--- config.mk ---
export PLATFORM = sky130hd
export DESIGN_NAME = rr_hold_arbiter
export DESIGN_NICKNAME = d
export VERILOG_FILES = /design/src/rtl/rr_hold_arbiter_pkg.sv /design/src/rtl/rr_hold_arbiter_pick.sv /design/src/rtl/rr_hold_arbiter.sv
export SDC_FILE = /design/constraint.sdc
export NUM_CORES = 1
export LEC_CHECK = 0
export CAP_MARGIN = 20
export CORE_AREA = 5 5 65 78
export DETAILED_ROUTE_END_ITERATION = 6
export DIE_AREA = 0 0 70 83
export PLACE_DENSITY = 0.55
export SKIP_LAST_GASP = 1
export SLEW_MARGIN = 20
export SYNTH_ARGS = -nofsm -noshare
export SYNTH_HDL_FRONTEND = slang
export SYNTH_SLANG_ARGS = --single-unit
--- constraint.sdc ---
create_clock -name _i_clk -period 2.9 [get_ports _i_clk]
set_input_delay 0.725 -clock _i_clk [delete_from_list [all_inputs] [get_ports _i_clk]]
set_output_delay 0.725 -clock _i_clk [all_outputs]
set_load 0.01 [all_outputs]
--- src/rtl/rr_hold_arbiter_pkg.sv ---
// Shared types, field positions and helpers for the round-robin hold arbiter.
// Owner index width is fixed at 2 bits because there are exactly four requesters.
package rr_hold_arbiter_pkg;

    localparam int NUM_REQ = 4;
    localparam int IDX_W   = 2;
    localparam int HOLD_W  = 8;
    localparam int OUT_W   = 8;

    localparam int VALID_BIT   = 7;
    localparam int OWNER_LSB   = 5;
    localparam int PREEMPT_BIT = 4;
    localparam int ONEHOT_LSB  = 0;

    typedef enum logic {
        IDLE  = 1'b0,
        GRANT = 1'b1
    } state_t;

    function automatic logic [NUM_REQ-1:0] idx_to_onehot(input logic [IDX_W-1:0] idx);
        return NUM_REQ'(1) << idx;
    endfunction

    // The one-hot field is always derived from the owner index, so the two fields can never disagree.
    function automatic logic [OUT_W-1:0] pack_grant(input logic [IDX_W-1:0] idx,
                                                    input logic             preempt);
        logic [OUT_W-1:0] word;
        word                          = '0;
        word[VALID_BIT]               = 1'b1;
        word[OWNER_LSB +: IDX_W]      = idx;
        word[PREEMPT_BIT]             = preempt;
        word[ONEHOT_LSB +: NUM_REQ]   = idx_to_onehot(idx);
        return word;
    endfunction

endpackage

--- src/rtl/rr_hold_arbiter_pick.sv ---
// Combinational four-way round-robin selector.
// It returns the first unmasked request found when scanning upward from i_start and wrapping.
module rr_pick
    import rr_hold_arbiter_pkg::*;
(
    input  logic [NUM_REQ-1:0] i_req,
    input  logic [NUM_REQ-1:0] i_mask,
    input  logic [IDX_W-1:0]   i_start,
    output logic               o_found,
    output logic [IDX_W-1:0]   o_idx
);

    logic [NUM_REQ-1:0] w_eff;

    assign w_eff = i_req & ~i_mask;

    // The scan runs from farthest to nearest, so the candidate closest to i_start is written last and wins.
    always_comb begin
        logic [IDX_W-1:0] w_cand;
        // NOTE: every output and local variable gets a default first, otherwise always_comb infers a latch
        w_cand  = '0;
        o_found = 1'b0;
        o_idx   = '0;
        for (int i = NUM_REQ - 1; i >= 0; i--) begin
            w_cand = i_start + IDX_W'(i);
            if (w_eff[w_cand]) begin
                o_found = 1'b1;
                o_idx   = w_cand;
            end
        end
    end

endmodule

--- src/rtl/rr_hold_arbiter.sv ---
// Round-robin arbiter granting one of four requesters exclusive ownership until release or hold-limit preemption.
// All outputs come from one registered word.
module rr_hold_arbiter
    import rr_hold_arbiter_pkg::*;
(
    input  logic               _i_clk,
    input  logic               _i_rst,
    input  logic [NUM_REQ-1:0] _i_req,
    input  logic               _i_release,
    input  logic [HOLD_W-1:0]  _i_max_hold,
    output logic [OUT_W-1:0]   __output
);

    state_t             r_state;
    logic [IDX_W-1:0]   r_ptr;
    logic [IDX_W-1:0]   r_owner;
    logic [HOLD_W-1:0]  r_hold;
    logic [OUT_W-1:0]   r_out;

    logic [NUM_REQ-1:0] w_owner_1h;
    logic [NUM_REQ-1:0] w_mask;
    logic [IDX_W-1:0]   w_start;
    logic               w_found;
    logic [IDX_W-1:0]   w_pick;
    logic               w_timeout;
    logic               w_others;
    logic               w_preempt;
    logic               w_end;

    assign w_owner_1h = idx_to_onehot(r_owner);
    assign w_timeout  = (r_hold >= _i_max_hold);
    assign w_others   = |(_i_req & ~w_owner_1h);
    // A release takes priority over a timeout in the same cycle, so no preempt pulse is raised then.
    assign w_preempt  = (r_state == GRANT) && !_i_release && w_timeout && w_others;
    assign w_end      = (r_state == GRANT) && (_i_release || w_preempt);

    // On release the owner stays eligible but is scanned last; on preemption it is excluded.
    assign w_start = (r_state == IDLE) ? r_ptr : r_owner + IDX_W'(1);
    assign w_mask  = (r_state == GRANT && !_i_release) ? w_owner_1h : '0;

    rr_pick u_pick (
        .i_req   (_i_req),
        .i_mask  (w_mask),
        .i_start (w_start),
        .o_found (w_found),
        .o_idx   (w_pick)
    );

    // NOTE: sequential state uses non-blocking assignments so every register samples pre-edge values
    always_ff @(posedge _i_clk) begin
        if (_i_rst) begin
            r_state <= IDLE;
            r_ptr   <= '0;
            r_owner <= '0;
            r_hold  <= '0;
            r_out   <= '0;
        end else begin
            case (r_state)
                IDLE: begin
                    if (w_found) begin
                        r_state <= GRANT;
                        r_owner <= w_pick;
                        r_hold  <= '0;
                        r_out   <= pack_grant(w_pick, 1'b0);
                    end
                end
                GRANT: begin
                    if (w_end) begin
                        r_ptr <= r_owner + IDX_W'(1);
                        if (w_found) begin
                            r_owner <= w_pick;
                            r_hold  <= '0;
                            r_out   <= pack_grant(w_pick, w_preempt);
                        end else begin
                            r_state <= IDLE;
                            r_out   <= '0;
                        end
                    end else begin
                        // The hold count saturates; an uncontested owner keeps the grant indefinitely.
                        if (!w_timeout) begin
                            r_hold <= r_hold + HOLD_W'(1);
                        end
                        r_out[PREEMPT_BIT] <= 1'b0;
                    end
                end
                default: begin
                    r_state <= IDLE;
                    r_out   <= '0;
                end
            endcase
        end
    end

    assign __output = r_out;

endmodule
==> results by group, run 1 <==
CTS
  • Clock sinks: 21
  • CTS tree: built
  • Clk Latency, worst-skew pair: 0.27 ns
  • CTS max path bufs: 2
  • Clock transition at path regs: 0.08 ns
  • CTS Buf Count: 3
  • Total setup buffers inserted after CTS: 0
  • CTS root buf: clkbuf_8
  • H-tree Lvls: 1
  • PostCTS Resize Cnt: 0
  • # hold bufs at CTS: 0

Placed design
  • GPL Wtd Cong: 0.755
  • Detail Placement HPWL: 2420 µm
  • Cell area after placement: 1730 µm²
  • PortBufs: 22

Pwr
  • Worst vdd ir: 221 µV
  • Power Density: 392 nW/µm²
  • Leakage: 0.729 nW

Yosys
  • Distinct cell type count after synthesis: 48
  • Sequential cell area fraction in the yosys report: 0.295
  • Number of flops mapped to enable cells by yosys: 0
  • Most used DFF post-synth: dfxtp_1
  • Syn avg cell area: 9.19 µm²
  • Ys async rst share: 0
  • Mapped Area: 1430 µm²
  • Yosys reg bits: 21
  • Cells after synthesis: 155
  • Synth Warn #: 0
  • Synth Net Count: 183

Critical path
  • R2r worst-path depth: 8
  • CP max FO: 6
  • Setup crit end kind: flop
  • CP required: 3.04 ns
  • Crit Path Category: in -> reg
  • WP data arrival: 2.83 ns
  • CP startpoint kind: primary input

Detailed routing
  • # DRC: 0
  • Vias post-DR: 1199
  • Vias per Instance: 5.04
  • Initial drt markers: 23
  • Final antenna-violating net count: 0
  • Pre-antenna DRT Iters: 4
  • Final wirelength: 3050 µm
  • DR WL/cell: 12.8 µm

Floorplanning
  • Std-Cell Rows: 26
  • Die area: 5810 µm²
  • Initial Util: 0.337
  • Die Y-Extent: 83 µm
  • Ports: 23
  • Core Footprint: 4230 µm²
  • Die W: 70 µm

STA
  • Fmax: 372 MHz
  • RSZ-0062 raised after global routing: no
  • Worst Tran Pin Value: 0.595 ns
  • Fin. max-slew vios: 0
  • Period utilization: 0.927
  • Final setup fails: 0
  • Final Critical Period: 2.69 ns
  • Hold WS: 0.458 ns
  • Final Hold Viols: 0
  • Setup TNS: 0 ns
  • Worst slew margin: 0.601
  • Layout Skew: 0.00528 ns

Cells and area
  • Final non-filler cell area: 1780 µm²
  • Fin util: 0.420
  • Storage cell area: 420 µm²
  • FILL cells: 442
  • N_diodes: 0
  • Area growth syn-to-layout: 24.7%
  • Multi-input logic area: 927 µm²
  • Fin nets: 211
  • Fraction of layout cells with a size suffix above 1: 0.132

Global route
  • Total congestion overflow: 0
  • Initial antenna violation count: 0
  • Largest net degree at the start of global routing: 19
  • First-pass GRT wire length: 5280 µm
  • Aggregate global-route resource usage: 0.109
  • Vias in the first global route: 1229

Hold path
  • Hold Crit Class: reg -> reg
  • Hold Crit Depth: 2

Flow run
  • Max-Cap Viols: 0

Status
  • Status: completed
==> worst max-delay path: stages <==
cell and delay (ns):
clkdlybuf4s50_1 0.41, ha_1 0.28, nand2b_1 0.17, a2111oi_4 0.43, nor4_4 0.15, or3_4 0.41
a32oi_1 0.19, nor2_1 0.06
==> where the power goes <==
| part | switching (mW) | internal (mW) |
|---|---|---|
| logic | 0.0853 | 0.0920 |
| registers | 0.0151 | 0.304 |
| clock network | 0.102 | 0.0972 |
| total | 0.203 | 0.494 |
==> cell usage after synthesis (2+ instances only) <==
cell | n | area [µm²]
nand4_1 | 3 | 18.8
nand2b_1 | 2 | 12.5
nand3_1 | 5 | 25.0
nand3b_1 | 5 | 37.5
nor2_1 | 16 | 60.1
o31ai_4 | 2 | 42.5
o21ai_1 | 5 | 25.0
and4_1 | 2 | 17.5
a21o_1 | 2 | 15.0
inv_1 | 14 | 52.6
mux2i_1 | 4 | 40.0
nand2_1 | 9 | 33.8
nor2_2 | 2 | 12.5
dfxtp_1 | 21 | 420
ha_1 | 13 | 163
xor2_1 | 6 | 52.6
nor3_1 | 3 | 15.0
a2111oi_4 | 2 | 55.1
a21oi_1 | 9 | 45.0
a211oi_1 | 2 | 15.0
==> layer usage <==
| layer | global-route usage | wire, µm |
|---|---|---|
| met5 | 0 | 0 |
| met4 | 0.0523 | 73 |
| met3 | 0.0242 | 112 |
| met2 | 0.186 | 1410 |
| met1 | 0.126 | 1460 |
==> cells by family (layout without fill, tap and decap cells) <==
group,Yosys count,after routing,synth area share
buf+inv,18,45,0.0544
flops,21,21,0.295
simple gates,59,59,0.246
xor+xnor,6,6,0.0369
compound gates,34,34,0.226
mux,4,4,0.0281
fa+ha+maj,13,13,0.114
==> stage by stage <==
step	instances	power, mW	setup WS, ns
2_1_floorplan	155	0.435	0.455
3_3_place_gp	234	0.500	-0.0337
3_5_place_dp	234	0.503	-0.0688
4_1_cts	238	0.703	0.209
5_1_grt	238	0.731	0.0950
6_report	238	0.696	0.211
==> layout by cell type (no fill, tap or decap), drive strengths merged, types with 2 or more instances in the layout <==
cell,Yosys,final
buf,2,5
nor2,18,18
clkbuf,2,3
a21oi,9,9
ha,13,13
and4,2,2
nor3,3,3
o21ai,7,7
o31a,2,2
dfxtp,21,21
or2b,2,2
nand3,6,6
o31ai,2,2
a21o,2,2
nand4,3,3
nand2b,2,2
mux2i,4,4
inv,14,14
clkdlybuf4s50,0,22
nand2,9,9
nand3b,5,5
a211oi,2,2
nor2b,2,2
a2111oi,2,2
xor2,6,6
==> state kept, by name (all words and copies together) (netlist names) <==
signal	cells
__output	8
r_hold	8
r_owner	2
r_ptr	2
r_state	1
==> worst paths after layout <==
path / from / end / slack [ns]
max: _i_max_hold[0] / __output[3] / 0.21
min: __output[5] / __output[5] / 0.46
max reg2reg: r_hold[0] / __output[3] / 0.59
min reg2reg: __output[5] / __output[5] / 0.46
==> final cells by class <==
type / instances / area share
inverters: 14 / 0.0296
multi-input cells: 116 / 0.522
repair buffers: 27 / 0.145
well taps: 56 / 0.0394
flip-flops and latches: 21 / 0.237
clock inverters: 1 / 0.00423
clock buffers: 3 / 0.0232
Power figures use the tool's default switching activity.
==> run 2, diff against run 1 <==
--- a/config.mk
+++ b/config.mk
@@ -6,12 +6,12 @@
 export NUM_CORES = 1
 export LEC_CHECK = 0
 export CAP_MARGIN = 20
-export CORE_AREA = 5 5 65 78
+export CORE_AREA = 5 5 80 64
 export DETAILED_ROUTE_END_ITERATION = 6
-export DIE_AREA = 0 0 70 83
+export DIE_AREA = 0 0 85 69
 export PLACE_DENSITY = 0.55
 export SKIP_LAST_GASP = 1
-export SLEW_MARGIN = 20
+export SLEW_MARGIN = 15
 export SYNTH_ARGS = -nofsm -noshare
 export SYNTH_HDL_FRONTEND = slang
 export SYNTH_SLANG_ARGS = --single-unit
==> run 2 against run 1 <==
  * Count of clock-buffer cells in the layout did not move
  * Worst hold slack lost 0.0018 ns
  * Global-route usage down 0.086 points
  * Sequential share of layout area fell by 0.28 points
  * Sequential power is essentially flat
  * Maximum frequency is 1.0% lower
  * Die area grew 0.95%
  * Combinational power about the same
  * First-iteration DRC count rose to 2.7 times the previous value
  * Routed wire length down 0.52%
  * Largest power group unchanged
==> results by group, run 2 (same netlist as run 1, synthesis figures left out) <==
Floorplanning
  • Ports: 23 (unchanged)
  • Die Y-Extent: 69 µm (-17%)
  • Std-Cell Rows: 21 (-19%)
  • Core Footprint: 4260 µm² (+0.65%)
  • Die W: 85 µm (+21%)
  • Initial Util: 0.335 (-0.00218)
  • Die area: 5870 µm² (+0.95%)

Detailed routing
  • Vias post-DR: 1184 (-1.3%)
  • Vias per Instance: 4.89 (-2.9%)
  • Initial drt markers: 61 (+170%)
  • Final antenna-violating net count: 0 (unchanged)
  • # DRC: 0 (unchanged)
  • DR WL/cell: 12.5 µm (-2.2%)
  • Final wirelength: 3030 µm (-0.52%)
  • Pre-antenna DRT Iters: 4 (unchanged)

STA
  • Final setup fails: 0 (unchanged)
  • Setup TNS: 0 ns (unchanged)
  • Period utilization: 0.937 (+0.00982)
  • Slack of the critical path: 0.183 ns (-0.0285 ns)
  • Fmax: 368 MHz (-1.0%)
  • RSZ-0062 raised after global routing: no
  • Worst slew margin: 0.599 (-0.00115)
  • Layout Skew: 0.00650 ns (+0.00123 ns)
  • Fin. max-slew vios: 0 (unchanged)
  • Final Hold Viols: 0 (unchanged)
  • Final Critical Period: 2.72 ns (+0.0285 ns)
  • Worst Tran Pin Value: 0.599 ns (+0.00432 ns)

CTS
  • # hold bufs at CTS: 0 (unchanged)
  • Clk Latency, worst-skew pair: 0.26 ns (about the same)
  • CTS max path bufs: 2 (unchanged)
  • CTS Buf Count: 3 (unchanged)
  • H-tree Lvls: 1 (unchanged)
  • CTS root buf: clkbuf_8
  • Total setup buffers inserted after CTS: 0 (unchanged)
  • CTS tree: built
  • Clock transition at path regs: 0.08 ns (about the same)
  • Clock sinks: 21 (unchanged)
  • PostCTS Resize Cnt: 0 (unchanged)

Critical path
  • WP data arrival: 2.86 ns (+0.03 ns)
  • CP max FO: 9 (+3)
  • CP Cell Sequence: clkdlybuf4s50_1 > inv_1 > ha_1 > buf_4 > a41o_1 > a211oi_1 > o31a_2 > nand4_1 > xor2_1 > nor2_1
  • Crit path buffers/inverters: 3 (+2)
  • Crit Path Category: in -> reg
  • CP startpoint kind: primary input
  • CP max stage delay: 0.46 ns (+0.03 ns)
  • Critical-path top delay cell: clkdlybuf4s50_1
  • Critical path's top delay family: compound AO/OA/AOI/OAI gates
  • CP required: 3.04 ns (about the same)
  • Setup crit end kind: flop

Global route
  • Aggregate global-route resource usage: 0.108 (-0.000859)
  • Initial antenna violation count: 0 (unchanged)
  • First-pass GRT wire length: 5270 µm (-0.13%)
  • Total congestion overflow: 0 (unchanged)
  • Largest net degree at the start of global routing: 19 (unchanged)
  • Vias in the first global route: 1129 (-8.1%)

Cells and area
  • Fin nets: 214 (+1.4%)
  • Fraction of layout cells with a size suffix above 1: 0.146 (+0.0141)
  • N_diodes: 0 (unchanged)
  • Area growth syn-to-layout: 26.2%
  • Cell Count, Final, Fillers Out: 242 (+1.7%)
  • Commonest cells after routing, fill and taps aside: 22 x clkdlybuf4s50_1, 21 x dfxtp_1, 16 x nor2_1
  • Most common cell after layout, fill and taps aside: clkdlybuf4s50_1

Pwr
  • Tot Pwr: 0.688 mW (-1.2%)
  • Worst vdd ir: 196 µV (-11%)
  • Power Density: 383 nW/µm² (-2.4%)
  • Leakage: 0.747 nW (+2.5%)

Placed design
  • GPL Wtd Cong: 0.791 (+4.7%)
  • PortBufs: 22 (unchanged)
  • Placed insts: 238 (+1.7%)
  • Pre-CTS WS: -0.0585 ns (+0.0103 ns)
  • Detail Placement HPWL: 2430 µm (+0.67%)

Status
  • Status: completed

Hold path
  • Hold Crit Class: reg -> reg

Flow run
  • Max-Cap Viols: 0 (unchanged)
## run 2: changes by cell type in the layout (fill, tap and decap cells not counted)
cell | previous run | this run
clkinv_2 | 0 | 1
clkinvlp_4 | 1 | 0
buf_4 | 5 | 8
## run 2: where the power goes
part           internal, mW  switching, mW
Clock                0.0956         0.0958
Combinational        0.0929         0.0841
Sequential            0.304         0.0150
Total                 0.493          0.195
## run 2: tightest hold or removal path, cell delays in order (launching register included)
cell,delay [ns]
dfxtp_1,0.31
nand2_1,0.05
a21oi_1,0.05
## run 2: path summary, 6_finish.rpt
kind	slack [ns]	cells after the start	start	endpoint
worst min-delay path	0.46	2	__output[7]	__output[7]
worst max register to register	0.59	8	r_hold[0]	__output[6]
worst max-delay path	0.18	10	_i_max_hold[7]	r_hold[3]
worst min register to register	0.46	2	__output[7]	__output[7]
## run 2: cell type report
| class | instances | area (µm²) |
|---|---|---|
| Clock buffer | 3 | 41.3 |
| Clock inverter | 1 | 5.00 |
| Fill cell | 415 | 2460 |
| Inverter | 14 | 52.6 |
| Multi-Input combinational cell | 116 | 927 |
| Sequential cell | 21 | 420 |
| Tap cell | 57 | 71.3 |
| Timing Repair Buffer | 30 | 280 |
## run 2: routing by layer
layer  GRT usage  up-vias  part of all wire
met1       0.161      543              0.54
met2       0.155       20              0.42
met4      0.0369        0             0.010
met3      0.0155        4             0.024
li1            -      617                 -
met5           0        -                 0
## run 2: stage by stage
stage / area, µm² / hold slack (ns) / util
6_report: 1800 / 0.457 / 0.422
5_1_grt: 1800 / 0.497 / 0.422
4_1_cts: 1800 / 0.459 / 0.422
3_5_place_dp: 1750 / 0.448 / 0.412
3_3_place_gp: 1750 / 0.448 / 0.412
2_1_floorplan: 1430 / 0.463 / -
